**config.mk**
```make
export PLATFORM = sky130hd
export DESIGN_NAME = serial_subtractor
export DESIGN_NICKNAME = d
export VERILOG_FILES = /design/src/rtl/serial_subtractor_pkg.sv /design/src/rtl/serial_subtractor_full_subtractor.sv /design/src/rtl/serial_subtractor.sv
export SDC_FILE = /design/constraint.sdc
export NUM_CORES = 1
export LEC_CHECK = 0
export CORE_MARGIN = 3
export CORE_UTILIZATION = 51
export CTS_CLUSTER_DIAMETER = 50
export DETAILED_ROUTE_END_ITERATION = 6
export PLACE_DENSITY_LB_ADDON = 0.12
export SYNTH_ARGS = -nofsm -noshare
export SYNTH_HDL_FRONTEND = slang
export SYNTH_SLANG_ARGS = --single-unit
```
**constraint.sdc**
```tcl
create_clock -name clk -period 3.7 [get_ports clk]
set_clock_uncertainty 0.05 [all_clocks]
set_input_delay 0.74 -clock clk [delete_from_list [all_inputs] [get_ports clk]]
set_output_delay 0.74 -clock clk [all_outputs]
set_load 0.01 [all_outputs]
```
**src/rtl/serial_subtractor_pkg.sv**
```systemverilog
// Shared definitions for the bit-serial subtractor: FSM encoding and counter sizing.
package serial_subtractor_pkg;

  typedef enum logic [0:0] {
    StIdle = 1'b0,
    StRun  = 1'b1
  } state_e;

  // Counter must hold 0..width, hence log2 of width+1.
  function automatic int unsigned cnt_width(input int unsigned width);
    return (width < 1) ? 1 : $clog2(width + 1);
  endfunction

endpackage

```
**src/rtl/serial_subtractor_full_subtractor.sv**
```systemverilog
// Gate-level single-bit full subtractor: D = X - Y - Bi with borrow out Bo.
module full_subtractor (
  input  logic X,
  input  logic Y,
  input  logic Bi,
  output logic D,
  output logic Bo
);

  logic w_xy;

  assign w_xy = X ^ Y;
  assign D    = w_xy ^ Bi;
  assign Bo   = (~X & Y) | (~w_xy & Bi);

endmodule

```
**src/rtl/serial_subtractor.sv**
```systemverilog
// Bit-serial subtractor: DIFF = A - B - Bin, LSB first, one bit per clock, with
// a start/busy/done handshake. Results hold until the next completion.
module serial_subtractor
  import serial_subtractor_pkg::*;
#(
  parameter int unsigned WIDTH = 8
) (
  input  logic             clk,
  input  logic             reset,
  input  logic             start,
  input  logic [WIDTH-1:0] A,
  input  logic [WIDTH-1:0] B,
  input  logic             Bin,
  output logic             busy,
  output logic             done,
  output logic [WIDTH-1:0] DIFF,
  output logic             Bout,
  output logic             OVF
);

  localparam int unsigned     CntW    = cnt_width(WIDTH);
  localparam logic [CntW-1:0] LastCnt = CntW'(WIDTH - 1);

  state_e           r_state;
  state_e           w_state_next;
  logic [WIDTH-1:0] r_a;
  logic [WIDTH-1:0] r_b;
  logic [WIDTH-1:0] r_res;
  logic [WIDTH-1:0] r_diff;
  logic [CntW-1:0]  r_cnt;
  logic             r_borrow;
  logic             r_done;
  logic             r_bout;
  logic             r_ovf;

  logic             w_d;
  logic             w_bo;
  logic             w_accept;
  logic             w_run;
  logic             w_last;
  logic [WIDTH-1:0] w_res_next;

  full_subtractor u_fs (
    .X  (r_a[0]),
    .Y  (r_b[0]),
    .Bi (r_borrow),
    .D  (w_d),
    .Bo (w_bo)
  );

  generate
    if (WIDTH == 1) begin : g_res_w1
      assign w_res_next = w_d;
    end else begin : g_res_wn
      assign w_res_next = {w_d, r_res[WIDTH-1:1]};
    end
  endgenerate

  assign w_accept = (r_state == StIdle) && start;
  assign w_run    = (r_state == StRun);
  assign w_last   = w_run && (r_cnt == LastCnt);

  always_ff @(posedge clk) begin
    if (reset) begin
      r_state <= StIdle;
    end else begin
      r_state <= w_state_next;
    end
  end

  always_comb begin
    w_state_next = r_state;
    unique case (r_state)
      StIdle: if (start) w_state_next = StRun;
      StRun:  if (r_cnt == LastCnt) w_state_next = StIdle;
    endcase
  end

  always_ff @(posedge clk) begin
    if (reset) begin
      r_a      <= '0;
      r_b      <= '0;
      r_res    <= '0;
      r_diff   <= '0;
      r_cnt    <= '0;
      r_borrow <= 1'b0;
      r_done   <= 1'b0;
      r_bout   <= 1'b0;
      r_ovf    <= 1'b0;
    end else begin
      r_done <= 1'b0;
      if (w_accept) begin
        r_a      <= A;
        r_b      <= B;
        r_borrow <= Bin;
        r_res    <= '0;
        r_cnt    <= '0;
      end else if (w_run) begin
        r_a      <= r_a >> 1;
        r_b      <= r_b >> 1;
        r_borrow <= w_bo;
        r_res    <= w_res_next;
        r_cnt    <= r_cnt + CntW'(1);
        if (w_last) begin
          r_diff <= w_res_next;
          r_bout <= w_bo;
          // On the MSB edge r_borrow is exactly the borrow into the MSB (Bin when WIDTH=1).
          r_ovf  <= r_borrow ^ w_bo;
          r_done <= 1'b1;
        end
      end
    end
  end

  assign busy = w_run;
  assign done = r_done;
  assign DIFF = r_diff;
  assign Bout = r_bout;
  assign OVF  = r_ovf;

endmodule
```
==> metrics <==
number of hold-slack violations in the final timing report=0; H-Tree Level Count=2; layout overhead on the synthesized area=22.4%; pin slew with the least headroom to its limit=0.857 ns; number of buffers inserted by port buffering=31; post-route fraction of the period consumed by the critical path=57.7%; run status=finished, final reports clean; relative max-transition margin=42.7%; met3 track demand over resource in global routing=6.24%; die boundary width=63.6 microns; CTS tree=built; leakage power of the design=0.765 nW; wirelength, routed=3.28 mm; critical path startpoint=start; via density per instance=5.03; Cell variety after synth=25; FF-to-FF Start=busy; number of instances resized during post-cts repair=0; mean instance size in the synthesized netlist=9.38 sq um; height of the die=63.6 microns; clock insertion delay at the later pin of the skew report=0.36 ns; post-CTS setup-driven buffer insertion count=0; hold wc startpoint=r_b[2]; Ys Warns=0; Required @ worst endpoint=3.89 ns; highest-utilization routing layer at the global route stage=met2; Crit Path Category=input port to register; Final ANT Viol Nets=0; total via count after detailed routing=1272; cell types occupying the most area after synthesis=dfxtp_1, nand2_1, mux2_2; number of global-route vias before repair=1327; routability congestion estimate=0.725; unrepaired setup endpoints after global routing=no; Clock Pin Slew Worst Setup and Hold Paths=0.14 ns; CORE AREA=3100 sq um; final count of pins violating max slew=0; buffer depth of the longest clock path=2; count of flip-flops with a built-in enable after synthesis=0; Multi-input gate area=792 sq um; starting utilization of the core area=54.4%; global-route wire length before repair=5.91 mm; FMAX=468 MHz; fraction of post-synthesis cell area in the top cell type by area=47.4%; category of the worst setup path launch point=input port; most used flip-flop cell after synthesis=dfxtp_1; pwr dens=410 nW/um^2; worst ir drop on vdd=0.000239 V; cts hold-fix bufs=0; endpoint kind of the worst setup timing path=register; drt first-iter violations=56; Hold Path Class=register to register; count of boundary I/O pins=32; antenna diode count=0; total standard cell area after synthesis=1690 sq um; DRT Pass-1 Iters=4; async set-reset flop share out of synthesis=0%; Synth area leader=dfxtp_1; number of maximum-capacitance constraint violations=0; global route total overflow=0; grt met2 use=28.9%; CTS sink cnt=40; root buffer cell=clkbuf_4; overall power after layout=0.847 mW; initial antenna violation count=0; final setup TNS=0 ns; global routing usage summed across all routing layers=18.5%; final period demand of the worst path=2.13 ns; #FFs+latches synth=40; syn_nets=202; data arrival time of the worst path=2.33 ns; share of post-route cells with drive strength above 1=17.7%; final setup violating endpoints=0; WL/cell=13.0 microns; CP Max Fanout=20; register-to-register setup slack=2.16 ns; die area=4040 sq um; share of synthesized area occupied by flip-flops and latches=47.4%; count of standard-cell rows=20; cts bufs inserted=5; DP Wirelength=2.24 mm; DR DRC count=0; Mapped Cells=180; net total in the final layout=230; # fillers=296; share of the core filled with cells=66.7%; largest net degree at the start of global routing=33; Global Route met1 Usage=22.7%; area occupied by registers=801 sq um
-- kinds of logic (layout without fill, tap and decap cells) --
| kind of cell | Yosys count | in the layout | synth area share (%) |
|---|---|---|---|
| muxes | 24 | 24 | 15.3 |
| xor gates and xnor gates | 4 | 4 | 2.07 |
| AOI/OAI and AO/OA | 27 | 27 | 10.7 |
| buffers and inverters | 15 | 44 | 5.70 |
| and+or+nand+nor | 68 | 68 | 16.9 |
| adders and majority gates | 2 | 2 | 1.93 |
| DFF | 40 | 40 | 47.4 |
-- worst max-delay path, stage by stage --
cell and delay, ns:
clkdlybuf4s50_1 1.03, mux2_2 0.41, nand2_1 0.07, a21oi_1 0.07
-- synthesized netlist by cell type, types with 3 or more instances --
master   instances
nand2_1         47
dfxtp_1         40
a21oi_1         14
mux2_2          14
nor2_1          14
mux2i_1         10
a21oi_2          9
buf_2            5
buf_4            3
buf_6            3
nor3_1           3
-- sequential cells by signal (all words and copies together), names as in the netlist --
signal    cells
DIFF          8
r_a           8
r_b           8
r_res         7
r_cnt         4
Bout          1
OVF           1
busy          1
done          1
r_borrow      1
-- routing by layer --
layer  vias up  wire length, microns
met2        23                  1530
met5         -                     0
met3         6                   139
met4         0                    63
li1        651                     -
met1       592                  1550
-- power breakdown --
group	internal [mW]	total, mW	switching, mW
Combinational	0.0504	0.0948	0.0444
Clock	0.144	0.300	0.156
Sequential	0.445	0.452	0.00761
-- per-stage QoR --
| stage | cell area (sq um) | worst slack (ns) | cells | hold slack (ns) |
|---|---|---|---|---|
| CTS | 2070 | 1.57 | 253 | 0.422 |
| floorplan | 1690 | 2.19 | 180 | 0.386 |
| global route | 2070 | 1.46 | 253 | 0.443 |
| detailed placement | 1980 | 1.17 | 245 | 0.406 |
| finish | 2070 | 1.57 | 253 | 0.418 |
| global placement | 1980 | 1.23 | 245 | 0.393 |
-- cells in the final DEF, fill, tap and decap left out, drive strengths merged --
cell and n:
fa 1, a21o 1, o211a 1, nor2 14, inv 4, xnor2 2, ha 1, mux2i 10
a21oi 23, a211oi 2, clkdlybuf4s50 31, nand2 48, mux2 14, clkbuf 5, nand4 1, clkinvlp 1
nor3 3, bufinv 1, buf 2, and4b 1, nand4b 1, dfxtp 40, xor2 2
-- area by class of cell --
class | count | share of cell area (%)
clock buffer | 5 | 1.81
clock inverter | 3 | 2.24
inverter | 3 | 0.544
multi-input combinational | 125 | 38.3
sequential | 40 | 38.7
tap | 44 | 2.66
timing repair buffer | 33 | 15.7
-- worst paths after layout --
| path | cells after the start | to |
|---|---|---|
| worst min register to register | 2 | r_b[1] |
| worst min-delay path | 2 | r_b[1] |
| worst max-delay path | 4 | r_a[6] |
| worst max register to register | 4 | r_res[3] |
Power figures use the tool's default switching activity.
